===== src/rtl/regfile_context_engine.sv =====
// Save/restore sequencer driving the register file read/write ports.
// Streams a register range out on the save channel or reloads it from the restore channel.
module regfile_context_engine #(
    parameter int DATA_WIDTH = 64,
    parameter int ADDR_WIDTH = 5,
    parameter int FIRST_REG  = 0,
    parameter int LAST_REG   = 31
) (
    input  logic                  Clk,
    input  logic                  ResetN,
    input  logic                  SaveReq,
    input  logic                  RestoreReq,
    output logic                  Busy,
    output logic                  Done,
    output logic [ADDR_WIDTH-1:0] RfReadAddr,
    input  logic [DATA_WIDTH-1:0] RfReadData,
    output logic [ADDR_WIDTH-1:0] RfWriteAddr,
    output logic [DATA_WIDTH-1:0] RfWriteData,
    output logic                  RfWriteEnable,
    output logic                  SaveValid,
    output logic [DATA_WIDTH-1:0] SaveData,
    output logic [ADDR_WIDTH-1:0] SaveIndex,
    input  logic                  SaveReady,
    input  logic                  RestoreValid,
    input  logic [DATA_WIDTH-1:0] RestoreData,
    output logic                  RestoreReady
);

    localparam logic [ADDR_WIDTH-1:0] FIRST_IDX = ADDR_WIDTH'(FIRST_REG);
    localparam logic [ADDR_WIDTH-1:0] LAST_IDX  = ADDR_WIDTH'(LAST_REG);

    typedef enum logic [2:0] {
        IDLE,
        SAVE_FETCH,
        SAVE_SEND,
        RESTORE,
        DONE
    } state_t;

    state_t                  state_reg, state_next;
    logic [ADDR_WIDTH-1:0]   idx_reg, idx_next;
    logic                    save_valid_reg, save_valid_next;
    logic [DATA_WIDTH-1:0]   save_data_reg, save_data_next;
    logic [ADDR_WIDTH-1:0]   save_index_reg, save_index_next;
    logic                    wr_en_reg, wr_en_next;
    logic [ADDR_WIDTH-1:0]   wr_addr_reg, wr_addr_next;
    logic [DATA_WIDTH-1:0]   wr_data_reg, wr_data_next;

    always_ff @(posedge Clk or negedge ResetN) begin
        if (!ResetN) begin
            state_reg      <= IDLE;
            idx_reg        <= FIRST_IDX;
            save_valid_reg <= 1'b0;
            save_data_reg  <= '0;
            save_index_reg <= '0;
            wr_en_reg      <= 1'b0;
            wr_addr_reg    <= '0;
            wr_data_reg    <= '0;
        end else begin
            state_reg      <= state_next;
            idx_reg        <= idx_next;
            save_valid_reg <= save_valid_next;
            save_data_reg  <= save_data_next;
            save_index_reg <= save_index_next;
            wr_en_reg      <= wr_en_next;
            wr_addr_reg    <= wr_addr_next;
            wr_data_reg    <= wr_data_next;
        end
    end

    always_comb begin
        state_next      = state_reg;
        idx_next        = idx_reg;
        save_valid_next = save_valid_reg;
        save_data_next  = save_data_reg;
        save_index_next = save_index_reg;
        // Write enable is a one-cycle strobe; it only rises after a restore handshake.
        wr_en_next      = 1'b0;
        wr_addr_next    = wr_addr_reg;
        wr_data_next    = wr_data_reg;

        case (state_reg)
            IDLE: begin
                idx_next = FIRST_IDX;
                if (SaveReq) begin
                    state_next = SAVE_FETCH;
                end else if (RestoreReq) begin
                    state_next = RESTORE;
                end
            end
            SAVE_FETCH: begin
                save_data_next  = RfReadData;
                save_index_next = idx_reg;
                save_valid_next = 1'b1;
                state_next      = SAVE_SEND;
            end
            SAVE_SEND: begin
                if (save_valid_reg && SaveReady) begin
                    save_valid_next = 1'b0;
                    if (idx_reg == LAST_IDX) begin
                        state_next = DONE;
                    end else begin
                        idx_next   = idx_reg + ADDR_WIDTH'(1);
                        state_next = SAVE_FETCH;
                    end
                end
            end
            RESTORE: begin
                if (RestoreValid) begin
                    wr_en_next   = 1'b1;
                    wr_addr_next = idx_reg;
                    wr_data_next = RestoreData;
                    if (idx_reg == LAST_IDX) begin
                        state_next = DONE;
                    end else begin
                        idx_next = idx_reg + ADDR_WIDTH'(1);
                    end
                end
            end
            DONE: begin
                idx_next   = FIRST_IDX;
                state_next = IDLE;
            end
            default: begin
                idx_next   = FIRST_IDX;
                state_next = IDLE;
            end
        endcase
    end

    assign Busy          = (state_reg != IDLE);
    assign Done          = (state_reg == DONE);
    assign RestoreReady  = (state_reg == RESTORE);
    assign RfReadAddr    = idx_reg;
    assign RfWriteAddr   = wr_addr_reg;
    assign RfWriteData   = wr_data_reg;
    assign RfWriteEnable = wr_en_reg;
    assign SaveValid     = save_valid_reg;
    assign SaveData      = save_data_reg;
    assign SaveIndex     = save_index_reg;

endmodule


===== config.mk =====
export PLATFORM = sky130hd
export DESIGN_NAME = regfile_context_engine
export DESIGN_NICKNAME = d
export VERILOG_FILES = /design/src/rtl/regfile_context_engine.sv
export SDC_FILE = /design/constraint.sdc
export NUM_CORES = 1
export LEC_CHECK = 0
export CORE_ASPECT_RATIO = 0.9
export CORE_MARGIN = 5
export CORE_UTILIZATION = 41
export CTS_CLUSTER_DIAMETER = 200
export DETAILED_ROUTE_END_ITERATION = 12
export GPL_ROUTABILITY_DRIVEN = 1
export PLACE_DENSITY = 0.81
export SLEW_MARGIN = 5
export SYNTH_ARGS = -nofsm -noshare
export SYNTH_HDL_FRONTEND = slang
export SYNTH_SLANG_ARGS = --single-unit

===== constraint.sdc =====
create_clock -name Clk -period 2.82 [get_ports Clk]
set_clock_uncertainty 0.2 [all_clocks]
set_input_delay 0.705 -clock Clk [delete_from_list [all_inputs] [get_ports Clk]]
set_output_delay 0.705 -clock Clk [all_outputs]
set_load 0.1 [all_outputs]

==> results of run 1 <==
-- cells in the final DEF (no fill, tap or decap), drive strengths merged, types with 2 or more instances in the layout --
master,instances
or3,2
and3,3
mux2i,3
nor2,3
clkdlybuf4s50,132
and2,3
buf,157
mux2,137
o21ai,5
dfrtp,148
a221o,2
bufinv,5
ha,2
clkbuf,19
clkinv,4
nor3b,2
inv,3
nand2,6
-- power by group --
| part | leakage [nW] | switching [mW] | internal (mW) | total (mW) |
|---|---|---|---|---|
| Sequential | 2.05 | 0 | 2.12 | 2.12 |
| Clock | 0.311 | 0.843 | 1.60 | 2.44 |
| Combinational | 2.32 | 0.0693 | 0.167 | 0.236 |
| Total | 4.68 | 0.912 | 3.89 | 4.80 |
-- final cells by class --
| type | instances | area (µm²) |
|---|---|---|
| Fill cell | 1000 | 4850 |
| Multi-Input combinational cell | 182 | 1886 |
| Inverter | 3 | 11.26 |
| Clock buffer | 19 | 452.9 |
| Sequential cell | 148 | 3704 |
| Timing Repair Buffer | 290 | 2576 |
| Tap cell | 193 | 241.5 |
| Clock inverter | 10 | 181.4 |
-- layer usage --
metal	wire (µm)	GRT usage (%)	up-vias
met1	5698	20.94	1966
li1	-	-	1831
met3	1780	9.180	19
met4	244	6.170	0
met5	0	0	-
met2	7665	31.09	191
-- through the flow --
| step | utilization (%) | worst slack [ps] | total power, mW | cell area [µm²] | hold slack, ps |
|---|---|---|---|---|---|
| 4_1_cts | 65.12 | 179.4 | 4.853 | 9052 | 306.4 |
| 2_1_floorplan | - | 181.2 | 2.165 | 5759 | 209.4 |
| 6_report | 65.12 | 191.4 | 4.801 | 9052 | 304.7 |
| 3_5_place_dp | 60.48 | 180.4 | 2.399 | 8408 | 282.8 |
| 5_1_grt | 65.12 | 56.40 | 4.960 | 9052 | 319.7 |
| 3_3_place_gp | 60.48 | 250.1 | 2.398 | 8408 | 272.5 |
-- what timing repair did --
item | CTS | global route
gates resized for setup | 0 | 0
hold buffers | 1 | 0
endpoints found under the setup margin | 0 | 0
hold endpoints to repair | 37 | 0
-- kinds of logic (layout without fill, tap and decap cells) --
group / after synthesis / in the layout
multiplexers: 140 / 140
AO/OA/AOI/OAI: 14 / 14
flip-flops: 148 / 148
adder cells (fa/ha/maj): 2 / 2
buffers and inverters: 22 / 322
AND/OR/NAND/NOR: 26 / 26
-- worst min path at each step --
stage                    startpoint              end  slack, ps  cells past startpoint
floorplan                    ResetN    RfReadAddr[0]        210                      0
global placement       SaveData[24]     SaveData[24]        270                      1
detailed placement     SaveData[24]     SaveData[24]        280                      1
CTS                    SaveData[24]     SaveData[24]        310                      1
global route           SaveData[26]     SaveData[26]        320                      1
finish              RfWriteData[17]  RfWriteData[17]        300                      1
==> qor.yml, run 1 <==
cp.depth: 3
worst-r2r-cell-count: 6
critical_path.top_delay_family: "flip-flops"
fp.dieW_um: 134.9
avgRoutedWirePerCell_um: 18.21
cap_violations: 0
period_minus_slack_ps: 2629
syn_area_mm2: 0.005754
p_leak_nw: 4.679
yosysMostFrequentCell: "dfrtp_1"
slew_violations: 0
yosysWarnings: 0
setup_viol: 0
synthAdderAreaFrac_pct: 0.4349
crit_start: "state_reg[1]"
synth_cells: 352
avgViaCountPerCell: 4.742
clkLatencyLatePin_ps: 420
timing.rr.start: "RfReadAddr[1]"
async_flop_share_pct: 100.0
status: "finished, final reports clean"
slowest_delay_ps: 580
crit_required_ps: 1910
cts.root.buffer_cell: "clkbuf_16"
grt_max_degree: 69
ys_ff_latch: 148
dp_cells: 815
synthToLayoutAreaGrowth_pct: 57.32
htreeDepth: 4
fp.dieArea_mm2: 0.01651
grt_antenna_before_repair: 0
hold_path.class: "reg2reg"
hold_violations: 0
cp_max_fo: 10
crit_path_start_kind: "flop"
ys_seq_area_share_pct: 64.36
synth.top_cell.area_share_pct: 64.36
wirelength_um: 15390
clockBufferDepth: 2
grt_pass1_vias: 4390
dp_hpwl_um: 11450
synth-xor-area-share_pct: 0
synth_top_cells_by_count: "dfrtp_1 (148), mux2_2 (134), buf_6 (10), buf_2 (7)"
start_util_pct: 41.39
pin_count: 282
p_per_area_mw_per_mm2: 530.3
avgSynthCellArea_um2: 16.35
crit_slowest_cell: "dfrtp_1"
synth_nets: 488
rows: 41
path_class: "reg2out"
synth.top_cells.by_area: "dfrtp_1 (64%), mux2_2 (26%), buf_6 (2.0%), buf_2 (0.61%), mux2i_1 (0.52%)"
rrSetupSlack_ps: 650
fin_tns_setup_ps: 0
grt_pass1_wl_um: 23620
portBuffers: 281
synthMuxAreaShare_pct: 27.40
clkSlewWorstSetupHoldPaths_ps: 60
cts_tree: "yes"
die_h_um: 122.4
synth_ff_type: "dfrtp_1"
drc: 0
cp.arrival_ps: 1720
yosys.area_share.simple_pct: 2.957
tightest_slew_ps: 381.8
cts_sinks: 148
path_cells: "nor2b_4, and2_1, buf_12"
slew_headroom_pct: 73.89
dr.pass1.iters: 4
r2r-end: "RfReadAddr[0]"
synth_top_family_by_area: "multiplexers"
place_congestion: 0.7850
grt_overflow: 0
cp-end-kind: "output port"
ys_types: 37
fin_crit_sh_pct: 93.21
rsz0062_at_grt: "false"
cts-buffers-inserted: 17
crit_buf_inv: 1
ant_nets: 0
fmax_mhz: 380.4
endpoint: "RestoreReady"
grt.total_usage_pct: 18.61
nNetsFinal: 778
synth-edff-count: 0
fp.coreArea_mm2: 0.01390
via_count: 4007
synth_compound_area_share_pct: 1.870
diodes: 0
yosys.area.top_type: "dfrtp_1"
post_cts_buffers: 0
stdcell_count: 845
drive_above_1_share_pct: 50.92
ir_worst_vdd_mv: 0.5572
drt_iter0_drc: 142
Note: power is estimated with default switching activity, not from simulation.
==> run 2: changes to the inputs <==
--- a/config.mk
+++ b/config.mk
@@ -7,11 +7,11 @@
 export LEC_CHECK = 0
 export CORE_ASPECT_RATIO = 0.9
 export CORE_MARGIN = 5
-export CORE_UTILIZATION = 41
+export CORE_UTILIZATION = 35
 export CTS_CLUSTER_DIAMETER = 200
 export DETAILED_ROUTE_END_ITERATION = 12
 export GPL_ROUTABILITY_DRIVEN = 1
-export PLACE_DENSITY = 0.81
+export PLACE_DENSITY = 0.71
 export SLEW_MARGIN = 5
 export SYNTH_ARGS = -nofsm -noshare
 export SYNTH_HDL_FRONTEND = slang
==> run 2 against run 1 <==
Against the previous run:
- via count down 0.42%
- sequential power hardly changed
- wire length about the same
- total power shrank 2.3%
- utilization shrank 8.9 points
- critical path depth unchanged
- register-to-register slack got worse by 60 ps
- first-iteration DRC count shrank 43%
- cell count grew 2.1%
- die area increased by 16%
- clock-buffer cell count down 2
- non-clock buffer count rose by 2
- critical path type unchanged
- highest routed layer unchanged
==> qor.yml, run 2 (synthesized netlist as in run 1, its figures left out) <==
status: "finished, final reports clean"
period_minus_slack_ps: 2591
grt_pass1_vias: 4483
fin_tns_setup_ps: 0
post_cts_buffers: 0
via_count: 3990
ant_nets: 0
drc: 0
pin_count: 282
cp.arrival_ps: 1690
slew_headroom_pct: 61.76
cts_sinks: 148
rows: 44
drive_above_1_share_pct: 51.30
crit_required_ps: 1910
setup_viol: 0
multiInputGateArea_mm2: 0.001886
grt_antenna_before_repair: 1
fp.dieArea_mm2: 0.01911
fmax_mhz: 386.0
place_congestion: 0.8275
clkLatencyLatePin_ps: 410
fp.dieW_um: 145.2
area.sequential_mm2: 0.003704
portBuffers: 281
drt_iter0_drc: 81
stdcell_count: 863
clockBufferDepth: 2
avgRoutedWirePerCell_um: 17.81
p_per_area_mw_per_mm2: 517.5
fin_crit_sh_pct: 91.87
pre_cts_slack_ps: 174.7
cp_max_fo: 10
cts_tree: "yes"
final_common_cell: "buf_4"
fin_util_pct: 56.17
n_fill_cell: 1349
dp_hpwl_um: 11850
hold_path.class: "in2async"
cts_hold_buf: 0
path_class: "reg2out"
rsz0062_at_grt: "false"
timing.rr.start: "RfReadAddr[0]"
cts-buffers-inserted: 17
htreeDepth: 4
crit_start: "state_reg[1]"
dp_cells: 832
p_leak_nw: 4.674
slew_violations: 0
ir_worst_vdd_mv: 0.4677
die_h_um: 131.6
fp.coreArea_mm2: 0.01613
start_util_pct: 35.67
dr.pass1.iters: 4
avgViaCountPerCell: 4.623
grt.total_usage_pct: 16.18
setup_slack_ps: 229.3
wirelength_um: 15370
grt_pass1_wl_um: 24850
hold_slack_ps: 58.59
crit_path_start_kind: "flop"
cts.root.buffer_cell: "clkbuf_16"
cp-end-kind: "output port"
ctsResizeCount: 0
grt_overflow: 0
synthToLayoutAreaGrowth_pct: 57.47
clkSlewWorstSetupHoldPaths_ps: 60
hold_violations: 0
tightest_slew_ps: 573.6
grt_max_degree: 59
cap_violations: 0
most-common-layout-cells: "buf_4 (154), dfrtp_1 (148), mux2_2 (134), clkdlybuf4s50_1 (132), clkbuf_16 (17)"
nNetsFinal: 780
## run 2: cell count changes in the layout (fill, tap and decap cells not counted), sizes merged
cell | previous run | this run
inv | 3 | 4
clkinvlp | 1 | 2
clkbuf | 19 | 17
bufinv | 5 | 4
clkinv | 4 | 6
dlygate4sd3 | 1 | 0
buf | 157 | 160
diode | 0 | 1
## run 2: critical path: stages, from the launching register on
cell	delay [ps]
dfrtp_1	560
nor2b_4	300
and2_1	220
buf_12	190
## run 2: cell type report
class	instances	area share [%]
tap	207	2.858
inverter	3	0.1243
timing repair buffer	292	28.57
clock buffer	17	4.695
clock inverter	13	2.044
antenna	1	0.02762
multi-input combinational	182	20.81
sequential	148	40.87
## run 2: worst paths after layout
path | endpoint | slack [ps] | cells past startpoint
worst max register to register | RfReadAddr[0] | 590 | 6
worst min-delay path | RfWriteData[24] | 60 | 1
max in group asynchronous | RfWriteData[34] | 1700 | 2
min in group Clk | SaveData[24] | 300 | 1
worst min register to register | SaveData[24] | 300 | 1
worst max-delay path | RestoreReady | 230 | 3
## run 2: power by group
group / internal, mW / total, mW / leakage (nW) / switching (mW)
Sequential: 2.12 / 2.12 / 2.05 / 0
Combinational: 0.169 / 0.237 / 2.33 / 0.0685
Clock: 1.47 / 2.33 / 0.295 / 0.856
Total: 3.76 / 4.69 / 4.67 / 0.925
## run 2: through the flow
stage	area [µm²]	total power, mW
5_1_grt	9061	4.856
3_3_place_gp	8448	2.401
4_1_cts	9059	4.751
2_1_floorplan	5759	2.165
6_report	9061	4.689
3_5_place_dp	8448	2.402
## run 2: routing by layer
metal	GRT usage, %	vias to the layer above	part of all wire, %
met5	0	-	0
met4	6.684	0	2.3
met3	7.610	26	10
met2	26.74	184	49
met1	18.07	1944	38
li1	-	1836	-
==> run 3: changes to the inputs <==
--- a/config.mk
+++ b/config.mk
@@ -11,7 +11,7 @@
 export CTS_CLUSTER_DIAMETER = 200
 export DETAILED_ROUTE_END_ITERATION = 12
 export GPL_ROUTABILITY_DRIVEN = 1
-export PLACE_DENSITY = 0.71
+export PLACE_DENSITY = 0.74
 export SLEW_MARGIN = 5
 export SYNTH_ARGS = -nofsm -noshare
 export SYNTH_HDL_FRONTEND = slang
==> constraint.sdc (replaced) <==
create_clock -name Clk -period 2.16 [get_ports Clk]
set_clock_uncertainty 0.2 [all_clocks]
set_input_delay 0.54 -clock Clk [delete_from_list [all_inputs] [get_ports Clk]]
set_output_delay 0.54 -clock Clk [all_outputs]
set_load 0.1 [all_outputs]
==> run 3 against run 2 <==
Against the previous run:
- critical path type unchanged
- global-route usage increased by 2.1 points
- die area unchanged
- clock power rose by 37%
- sequential share of layout area decreased by 7.5 points
- design area rose by 23%
- first-iteration DRC count increased by 25%
- critical path depth down 1
- largest cell class is now non-clock buffers
- wire length increased by 10%
- via count increased by 3.1%
- flip-flop and latch count did not move
==> qor.yml, run 3 (synthesized netlist as in run 1, its figures left out) <==
status: "finished, final reports clean"
drt_iter0_drc: 101
avgViaCountPerCell: 4.678
die_h_um: 131.6
clockBufferDepth: 2
cts.root.buffer_cell: "clkbuf_16"
drive_above_1_share_pct: 54.02
cts_sinks: 148
slowest_delay_ps: 440
slew_violations: 0
avgRoutedWirePerCell_um: 19.31
clkLatencyLatePin_ps: 410
p_leak_nw: 5.187
portBuffers: 281
seqPwrFrac_pct: 44.2
cap_violations: 0
hold_violations: 0
via_count: 4112
crit_path_start_kind: "flop"
final_common_cell: "buf_12"
cts_tree: "yes"
pin_count: 282
period_minus_slack_ps: 2148
power_frac_clock_pct: 50.7
n_fill_cell: 1037
critical_path.top_delay_family: "flip-flops"
htreeDepth: 4
start_util_pct: 35.67
grt_pass1_vias: 4706
combPwrFrac_pct: 5.1
hold_path.class: "reg2reg"
crit_slowest_cell: "dfrtp_2"
grt_max_degree: 56
crit_required_ps: 1420
path_cells: "or3_4, buf_12"
ir_worst_vdd_mv: 0.5237
stdcell_count: 879
slew_headroom_pct: 60.54
final_cell_area_mm2: 0.01114
grt_antenna_before_repair: 0
fp.dieArea_mm2: 0.01911
cp.arrival_ps: 1410
p_sw_share_pct: 19.18
dp_hpwl_um: 13560
crit_buf_inv: 1
rows: 44
pre_cts_slack_ps: -219.5
path_class: "reg2out"
fin_util_pct: 69.07
fp.coreArea_mm2: 0.01613
nNetsFinal: 796
p_switching_mw: 1.204
clkSlewWorstSetupHoldPaths_ps: 60
diodes: 0
rsz0062_at_grt: "true"
fin_crit_sh_pct: 99.43
synthToLayoutAreaGrowth_pct: 93.63
grt.total_usage_pct: 18.28
cp-end-kind: "output port"
cts-buffers-inserted: 17
postPlaceCellArea_mm2: 0.01044
grt_pass1_wl_um: 27430
ant_nets: 0
place_congestion: 0.8091
cp_max_fo: 5
fp.dieW_um: 145.2
fin_tns_setup_ps: 0
dr.pass1.iters: 4
wirelength_um: 16980
most-common-layout-cells: "buf_12 (154), dfrtp_1 (141), mux2_2 (134), clkdlybuf4s50_1 (132), buf_4 (18)"
setup_viol: 0
p_per_area_mw_per_mm2: 563.7
grt_overflow: 0
fmax_mhz: 465.6
p_int_mw: 5.076
drc: 0
tightest_slew_ps: 591.8
dp_cells: 842
setup_slack_ps: 12.33
## run 3: changes by cell type in the layout (fill, tap and decap cells not counted), sizes merged
cell         change
clkinvlp         -2
clkinv           +1
clkbuf           +1
bufinv           +1
diode            -1
buf             +15
dlygate4sd3      +1
## run 3: worst paths after layout
kind | start | to | slack [ps] | depth (start not counted)
worst min register to register | SaveData[24] | SaveData[24] | 360 | 1
min in group asynchronous | ResetN | SaveData[27] | 480 | 2
worst min-delay path | SaveData[24] | SaveData[24] | 360 | 1
worst max-delay path | state_reg[1] | Busy | 10 | 2
max in group asynchronous | ResetN | SaveData[7] | 660 | 3
worst max register to register | RfReadAddr[1] | RfReadAddr[3] | 110 | 6
## run 3: what timing repair did
item,4_1_cts,5_1_grt
pin swaps,1,1
setup endpoints to repair,3,2
resized for setup,4,1
hold buffers,1,0
hold endpoints to repair,48,0
buffers inserted,5,0
## run 3: area by class of cell
| cell class | instances | area, µm² | share of cell area (%) |
|---|---|---|---|
| flip-flops and latches | 148 | 3717 | 33.36 |
| well taps | 207 | 259.0 | 2.325 |
| multi-input cells | 182 | 1927 | 17.29 |
| repair buffers | 308 | 4583 | 41.13 |
| clock buffers | 18 | 439.2 | 3.942 |
| inverters | 3 | 11.26 | 0.1011 |
| clock inverters | 13 | 205.2 | 1.842 |
## run 3: per-stage QoR
stage                     power [mW]  hold slack (ps)
after floorplan                2.826            44.41
after global placement         3.142            339.5
after detailed placement       3.148            347.9
after CTS                      6.372            361.1
after global routing           6.514            379.3
final                          6.281            359.2
## run 3: per-layer routing
metal	track usage, %	routed length, µm
met4	4.974	196
met3	9.056	1699
met5	0	0
met1	20.55	6362
met2	30.99	8719
## run 3: power groups by stage
stage,sequential (mW),combinational [mW],clock (mW)
final,2.77,0.322,3.19
after global routing,2.77,0.349,3.39
after CTS,2.77,0.331,3.27
after detailed placement,2.82,0.325,0
after global placement,2.82,0.319,0
after floorplan,2.82,0.00203,0
